**src/rtl/ram_arbiter_pkg.sv**
```systemverilog
// Shared types for the two-master RAM arbiter: FSM state encoding and master ids.
package ram_arbiter_pkg;

  typedef enum logic [1:0] {
    INIT   = 2'd0,
    IDLE   = 2'd1,
    ACCESS = 2'd2,
    RESP   = 2'd3
  } state_t;

  typedef enum logic {
    M0 = 1'b0,
    M1 = 1'b1
  } master_id_t;

endpackage

```
**src/rtl/ram_rr_pick.sv**
```systemverilog
// Combinational round-robin picker for two requesters.
module ram_rr_pick
  import ram_arbiter_pkg::*;
(
  input  logic [1:0] req,
  input  master_id_t rr_last,
  output logic       gnt_valid,
  output master_id_t gnt_id
);

  // Lone requester wins; on contention the master not granted last time wins.
  always_comb begin
    gnt_valid = |req;
    gnt_id    = M0;
    case (req)
      2'b01:   gnt_id = M0;
      2'b10:   gnt_id = M1;
      2'b11:   gnt_id = (rr_last == M0) ? M1 : M0;
      default: gnt_id = M0;
    endcase
  end

endmodule

```
**src/rtl/ram_arbiter.sv**
```systemverilog
// Shares one ram_memory between instruction fetch (m0) and load/store (m1).
// One RAM access at a time, round-robin on contention, registered responses.
module ram_arbiter
  import ram_arbiter_pkg::*;
#(
  parameter int unsigned BUS_WIDTH = 32,
  parameter int unsigned ADDR_BASE = 0,
  parameter int unsigned MEM_SIZE  = 256
)
(
  input  logic                 clk,
  input  logic                 nreset,
  input  logic                 m0_req,
  input  logic                 m0_we,
  input  logic [BUS_WIDTH-1:0] m0_addr,
  input  logic [BUS_WIDTH-1:0] m0_wdata,
  output logic                 m0_done,
  output logic [BUS_WIDTH-1:0] m0_rdata,
  output logic                 m0_err,
  input  logic                 m1_req,
  input  logic                 m1_we,
  input  logic [BUS_WIDTH-1:0] m1_addr,
  input  logic [BUS_WIDTH-1:0] m1_wdata,
  output logic                 m1_done,
  output logic [BUS_WIDTH-1:0] m1_rdata,
  output logic                 m1_err,
  output logic                 ram_write_en,
  output logic [BUS_WIDTH-1:0] ram_addr_write,
  output logic [BUS_WIDTH-1:0] ram_data_write,
  output logic [BUS_WIDTH-1:0] ram_addr_read,
  input  logic [BUS_WIDTH-1:0] ram_data_read,
  input  logic                 ram_ready,
  output logic                 busy
);

  localparam logic [BUS_WIDTH-1:0] BASE_W = BUS_WIDTH'(ADDR_BASE);
  localparam logic [BUS_WIDTH-1:0] SIZE_W = BUS_WIDTH'(MEM_SIZE);

  state_t               state;
  state_t               state_nxt;
  master_id_t           rr_last;
  master_id_t           lat_id;
  master_id_t           gnt_id;
  logic                 gnt_valid;
  logic                 grant;
  logic                 lat_we;
  logic [BUS_WIDTH-1:0] lat_addr;
  logic [BUS_WIDTH-1:0] lat_wdata;
  logic [BUS_WIDTH-1:0] offset;
  logic                 in_range;
  logic [BUS_WIDTH-1:0] acc_rdata;
  logic                 acc_err;

  ram_rr_pick u_pick (
    .req       ({m1_req, m0_req}),
    .rr_last   (rr_last),
    .gnt_valid (gnt_valid),
    .gnt_id    (gnt_id)
  );

  // Addresses below the base wrap to a huge offset, so one compare covers both ends.
  assign offset    = lat_addr - BASE_W;
  assign in_range  = (offset < SIZE_W);
  assign grant     = (state == IDLE) && ram_ready && gnt_valid;
  assign acc_rdata = (in_range && ram_ready && !lat_we) ? ram_data_read : '0;
  assign acc_err   = !in_range || !ram_ready;

  // State register.
  always_ff @(posedge clk or negedge nreset) begin
    if (!nreset) state <= INIT;
    else         state <= state_nxt;
  end

  // Next-state logic: ACCESS always lasts one cycle, RESP falls back to INIT if the RAM drops ready.
  always_comb begin
    state_nxt = state;
    case (state)
      INIT:    if (ram_ready) state_nxt = IDLE;
      IDLE: begin
        if (!ram_ready)     state_nxt = INIT;
        else if (gnt_valid) state_nxt = ACCESS;
      end
      ACCESS:  state_nxt = RESP;
      RESP:    state_nxt = ram_ready ? IDLE : INIT;
      default: state_nxt = INIT;
    endcase
  end

  // Latch the winning transaction and remember who was granted.
  always_ff @(posedge clk or negedge nreset) begin
    if (!nreset) begin
      rr_last   <= M1;
      lat_id    <= M0;
      lat_we    <= 1'b0;
      lat_addr  <= '0;
      lat_wdata <= '0;
    end else if (grant) begin
      rr_last <= gnt_id;
      lat_id  <= gnt_id;
      if (gnt_id == M1) begin
        lat_we    <= m1_we;
        lat_addr  <= m1_addr;
        lat_wdata <= m1_wdata;
      end else begin
        lat_we    <= m0_we;
        lat_addr  <= m0_addr;
        lat_wdata <= m0_wdata;
      end
    end
  end

  // Capture the access result into the owning master's response registers.
  always_ff @(posedge clk or negedge nreset) begin
    if (!nreset) begin
      m0_rdata <= '0;
      m0_err   <= 1'b0;
      m1_rdata <= '0;
      m1_err   <= 1'b0;
    end else if (state == ACCESS) begin
      if (lat_id == M1) begin
        m1_rdata <= acc_rdata;
        m1_err   <= acc_err;
      end else begin
        m0_rdata <= acc_rdata;
        m0_err   <= acc_err;
      end
    end
  end

  assign ram_addr_read  = lat_addr;
  assign ram_addr_write = lat_addr;
  assign ram_data_write = lat_wdata;
  assign ram_write_en   = (state == ACCESS) && lat_we && in_range && ram_ready;
  assign m0_done        = (state == RESP) && (lat_id == M0);
  assign m1_done        = (state == RESP) && (lat_id == M1);
  assign busy           = (state == ACCESS) || (state == RESP);

endmodule

```
**config.mk**
```make
export PLATFORM = sky130hd
export DESIGN_NAME = ram_arbiter
export DESIGN_NICKNAME = d
export VERILOG_FILES = /design/src/rtl/ram_arbiter_pkg.sv /design/src/rtl/ram_rr_pick.sv /design/src/rtl/ram_arbiter.sv
export SDC_FILE = /design/constraint.sdc
export NUM_CORES = 1
export LEC_CHECK = 0
export CAP_MARGIN = 20
export CORE_AREA = 2 2 129 131
export DETAILED_ROUTE_END_ITERATION = 10
export DIE_AREA = 0 0 131 133
export DONT_BUFFER_PORTS = 1
export SLEW_MARGIN = 20
export SYNTH_ARGS = -nofsm -noshare
export SYNTH_HDL_FRONTEND = slang
export SYNTH_SLANG_ARGS = --single-unit
```
**constraint.sdc**
```tcl
create_clock -name clk -period 1.58 [get_ports clk]
set_clock_uncertainty 0.1 [all_clocks]
set_input_delay 0.316 -clock clk [delete_from_list [all_inputs] [get_ports clk]]
set_output_delay 0.316 -clock clk [all_outputs]
set_load 0.01 [all_outputs]
```
# Yosys cells after proc, flatten, opt, wreduce, memory -nomap -nowiden
# Cells that the tools add are included.
[op_classes]
n_reduce_logical = 19
n_div = 0
n_shift = 0
bitwise = 1
muxes = 11
n_eq_ne = 7
n_addsub = 0
n_mul = 0
n_lt_le_gt_ge = 1
[ops]
columns = ["op", "count"]
rows = [
  ["$mux W32", 3],
  ["$lt A32 B9 Y1 const B", 1],
  ["$logic_and A1 B1 Y1", 9],
  ["$eq A2 B2 Y1 const B", 4],
  ["$pmux W2 S4", 1],
  ["$mux W2", 3],
  ["$reduce_and A2 Y1", 3],
  ["$logic_not A1 Y1", 3],
  ["$mux W1", 3],
  ["$ne A3 B3 Y1 const B", 1],
  ["$eq A2 B1 Y1 const B", 1],
  ["$logic_not A2 Y1", 1],
  ["$logic_or A1 B1 Y1", 2],
  ["$ne A2 B2 Y1 const B", 1],
  ["$pmux W1 S2", 1],
  ["$reduce_or A2 Y1", 1],
  ["$not A1 Y1", 1],
]
[totals]
romBits = 0
ram_bits = 0
register_bits = 135
memories = 0
latchBits = 0
in_bits = 167
output_inout_bits = 166
elab_cells = 49

# Depth between registers and ports, before layout
[depth]
word_depth = 4
ltp_mapped = 7
depth_no_buf = 4

# Hierarchy
# From an unflattened synthesis, not the netlist that was laid out.
[unflattened]
cells_unflattened = 632
hier_area_um2 = 6187.2
[modules_own_cells]
columns = ["module", "seq_area_each_um2", "cells_per_inst", "area_each_um2", "instances"]
rows = [
  ["ram_arbiter", 3379.5, 630, 6173.4, 1],
  ["ram_rr_pick", 0.0, 2, 13.8, 1],
]

# Worst setup path before layout
# Ideal clock, no wire load.
[synth_path]
path_type = "reg-to-reg"
startpoint = "register lat_addr[30], in the netlist ram_addr_read[30]"
endpoint = "register m0_rdata[0]"
stages_incl_launch_ff = 7
n_path_buf = 2
setup_slack_ns = -0.181
synth_period_minus_slack_ns = 1.761
t_required_ns = 1.406
setup_time_ns = 0.074
arrival_time_ns = 1.587
cell_sequence = "dfrtp_1 -> nor4b_2 -> nand4_1 -> or3_1 -> buf_6 -> buf_6 -> o21ai_2"
[synth_between]
elab_chain_len = 4
[synth_rtl]
columns = ["element", "line_no", "rtl"]
rows = [
  ["start: declaration", "ram_arbiter.sv:47", "logic [BUS_WIDTH-1:0] lat_addr;"],
  ["start signal: assignment", "ram_arbiter.sv:102", "lat_addr <= m1_addr;"],
  ["start signal: assignment", "ram_arbiter.sv:106", "lat_addr <= m0_addr;"],
  ["$lt A32 B9 Y1", "ram_arbiter.sv:63", "assign in_range = (offset < SIZE_W);"],
  ["$logic_and A1 B1 Y1 (2 in series)", "ram_arbiter.sv:65", "assign acc_rdata = (in_range && ram_ready && !lat_we) ? ram_data_read : '0;"],
  ["$mux W32", "ram_arbiter.sv:65", ""],
  ["end signal: assignment", "ram_arbiter.sv:124", "m0_rdata <= acc_rdata;"],
  ["end: declaration", "ram_arbiter.sv:18", "output logic [BUS_WIDTH-1:0] m0_rdata,"],
]
# No other way between the ends.
# A chain may end at the register's enable or synchronous reset.

# Final worst setup path
[layout_path]
startpoint = "register lat_addr[21], in the netlist ram_addr_read[21]"
endpoint = "output ram_write_en"
[layout_between]
elab_chain_len = 3
[layout_rtl]
columns = ["element", "line_no", "rtl"]
rows = [
  ["$lt A32 B9 Y1", "ram_arbiter.sv:63", ""],
  ["$logic_and A1 B1 Y1 (2 in series)", "ram_arbiter.sv:133", "assign ram_write_en = (state == ACCESS) && lat_we && in_range && ram_ready;"],
  ["end: declaration", "ram_arbiter.sv:27", "output logic ram_write_en,"],
]
# No other way between the ends.

==> impl_metrics.ini <==
[run_status]
status = finished, violations left
violations = negative hold slack, negative setup slack

[timing]
layout_setup_ws_ns = -0.745
whs_ns = -0.501
final-hold-violation-count = 135
rsz0062_at_grt = true
slew-limit-headroom_pct = 73.3
setup_viol = 128
worstMarginPinSlew_ns = 0.400
finalCritPeriodShare_pct = 147
min_period_ns = 2.33
fmax_ghz = 0.430
setup_tns_ns = -43.22
final_max_slew_viol_count = 0

[placed_design]
placed_cells = 837
place_congestion = 0.800
io_buffers = 0
dpl-instance-area_um2 = 6710
hpwl_mm = 12.3

[critical_path]
worstSetupPathType = reg2out
endpoint_kind = primary output
critPathTopFamily = simple AND/OR/NAND/NOR gates
reg2reg_to = m1_rdata[20]
r2r_start = ram_addr_read[21]
ff2ff_setup_slack_ns = -0.67
slowest_delay_ns = 0.40
worst-path-buf-inv = 1
rr_worst_depth = 7
critPathLaunchType = flop
cp_data_required_time_ns = 1.16
path_max_fanout = 2
crit_chain = nor4_4 > buf_4 > nand4_1 > nor2_2 > and3_4
crit_arrival_ns = 1.91
critPathSlowestCell = dfrtp_1

[floorplanning]
dieArea_um2 = 17400
std_cell_rows = 47
io_pins = 333
start_util_pct = 39.0
die_h_um = 133
fp.dieW_um = 131
core_um2 = 16200

[pwr]
irDropWorstVdd_uv = 911
p_leak_nw = 3.75
p_per_area_nw_per_um2 = 1880
total_power_mw = 16.9

[final_layout]
finalInstanceArea_um2 = 8960
diodes = 0
area_delta_synth_final_pct = 42.2
fillers = 1344
drive_gt1_share_pct = 37.5
nNetsFinal = 884
finalNonFillerCells = 950

[yosys]
synth.area.top_cells = dfrtp_1 (53%), mux2i_1 (10%), o21ai_2 (8.3%), nand2_1 (8.0%), a21oi_1 (5.2%)
yosys.area.top_type = dfrtp_1
synth_common_cells = dfrtp_1 (134), nand2_1 (134), nor2_1 (73)
yosysUniqueCellTypes = 27
synth_ff_type = dfrtp_1
ys_seq_area_share_pct = 53.6
synth-seq-cells = 135
avgSynthCellArea_um2 = 9.95
ys_warn_count = 0
synth_fp_nets = 800
async_flop_share_pct = 100
synth_edf_count = 0
syn_area_um2 = 6300
yosysTopAreaCellShare_pct = 53.2
syn_inst = 633

[global_route]
use_met3_pct = 6.51
grt_use_total_pct = 20.5
grt_pass1_wl_mm = 27.1
antenna_found_initial = 0
busiest_layer = met2
globalRouteOverflowTotal = 0
grt_util_met2_pct = 34.9
grt_max_degree = 136
grt_pass1_vias = 4917
use_met1_pct = 23.6

[cts]
cts_sinks = 135
cts_max_level = 4
clock_latency_ns = 0.41
cts_root_buf = clkbuf_16
cts_tree = yes
clk_path_buf_depth = 2
path_clk_slew_ns = 0.06
numCtsBuffers = 17
holdBufCountCts = 52

[detailed_routing]
routed_via_density = 5.30
drc_errors = 0
drt-total-wl_mm = 19.5
drtPass1Iterations = 4
wire_per_inst_um = 20.5
vias = 5036
drt_iter0_markers = 185
ant_nets = 0

[hold_path]
hold_path.class = in2async

[flow_run]
max_cap_violations = 0
## area by class of cell
class	count	area, µm²	area share (%)
tap	220	275	3.07
sequential	135	3380	37.7
timing repair buffer	139	1760	19.6
inverter	1	3.75	0.0419
multi-input combinational	423	2890	32.2
clock inverter	14	220	2.46
clock buffer	18	439	4.90
## cell usage in the layout, fill, tap and decap left out, types with 2 or more instances in the layout
cell type and n:
a21oi_2 38, nor2_2 21, buf_6 7, buf_16 6, nor2_4 24, dlygate4sd3_1 52, nand2_1 133, clkinv_2 2
inv_6 4, nor4_1 4, buf_4 41, clkbuf_16 27, nor2_1 28, o21ai_1 4, buf_12 14, mux2i_1 65
buf_8 8, o21ai_2 61, bufinv_16 5, a21oi_1 28, clkinv_4 2, dfrtp_1 133
## timing repair
item / CTS / global route
resized for setup: 23 / 132
cloned: 6 / 11
endpoints found under the setup margin: 69 / 114
endpoints found under the hold margin: 214 / 135
pin swaps: 12 / 2
buffers inserted: 6 / 8
## per-layer routing
| layer | share of wire, % | routed length (µm) |
|---|---|---|
| met2 | 53 | 10300 |
| met5 | 0 | 0 |
| met1 | 36 | 7100 |
| met3 | 8.0 | 1570 |
| met4 | 2.5 | 493 |
## flip-flops by register name (all words and copies together), names as in the netlist, named ones only
signal and count:
m0_rdata 32, m1_rdata 32, ram_addr_read 32, ram_data_write 32
lat_id 1, lat_we 1, m0_err 1, m1_err 1
rr_last 1, state 1
## through the flow
stage	util [%]	setup WS, ns
6_report	55.4	-0.745
5_1_grt	55.4	-0.792
4_1_cts	50.5	-0.747
3_5_place_dp	41.5	-0.628
3_3_place_gp	41.5	-0.629
2_1_floorplan	-	-0.154
## power by group
part	leakage (nW)	switching, mW	internal (mW)	total [mW]
Clock	0.322	1.58	2.86	4.45
Sequential	1.66	1.86	4.87	6.73
Combinational	1.77	3.05	2.66	5.71
## how the worst max path moves through the flow
stage,from,endpoint,slack [ns],cells past startpoint
floorplan,ram_addr_read[20],m0_rdata[0],-0.15,6
global placement,ram_addr_read[21],m1_rdata[22],-0.63,6
detailed placement,ram_addr_read[19],m1_rdata[29],-0.63,6
CTS,ram_addr_read[21],ram_write_en,-0.75,5
global route,ram_addr_read[15],ram_write_en,-0.79,5
finish,ram_addr_read[21],ram_write_en,-0.75,5
## worst register-to-register path, delay by kind of cell, from the launching register on
family                 cells  cell delay, ns
flip-flops                 1            0.40
AND/OR/NAND/NOR            3            1.03
buffers and inverters      3            0.51
AO/OA/AOI/OAI              1            0.13
## kinds of logic after synthesis
group	after synthesis	share of synthesized area (%)
DFF	135	53.6
buffers and inverters	75	7.55
and+or+nand+nor	223	14.1
AOI/OAI and AO/OA	135	14.4
muxes	65	10.3
Note: power is estimated with default switching activity, not from simulation.
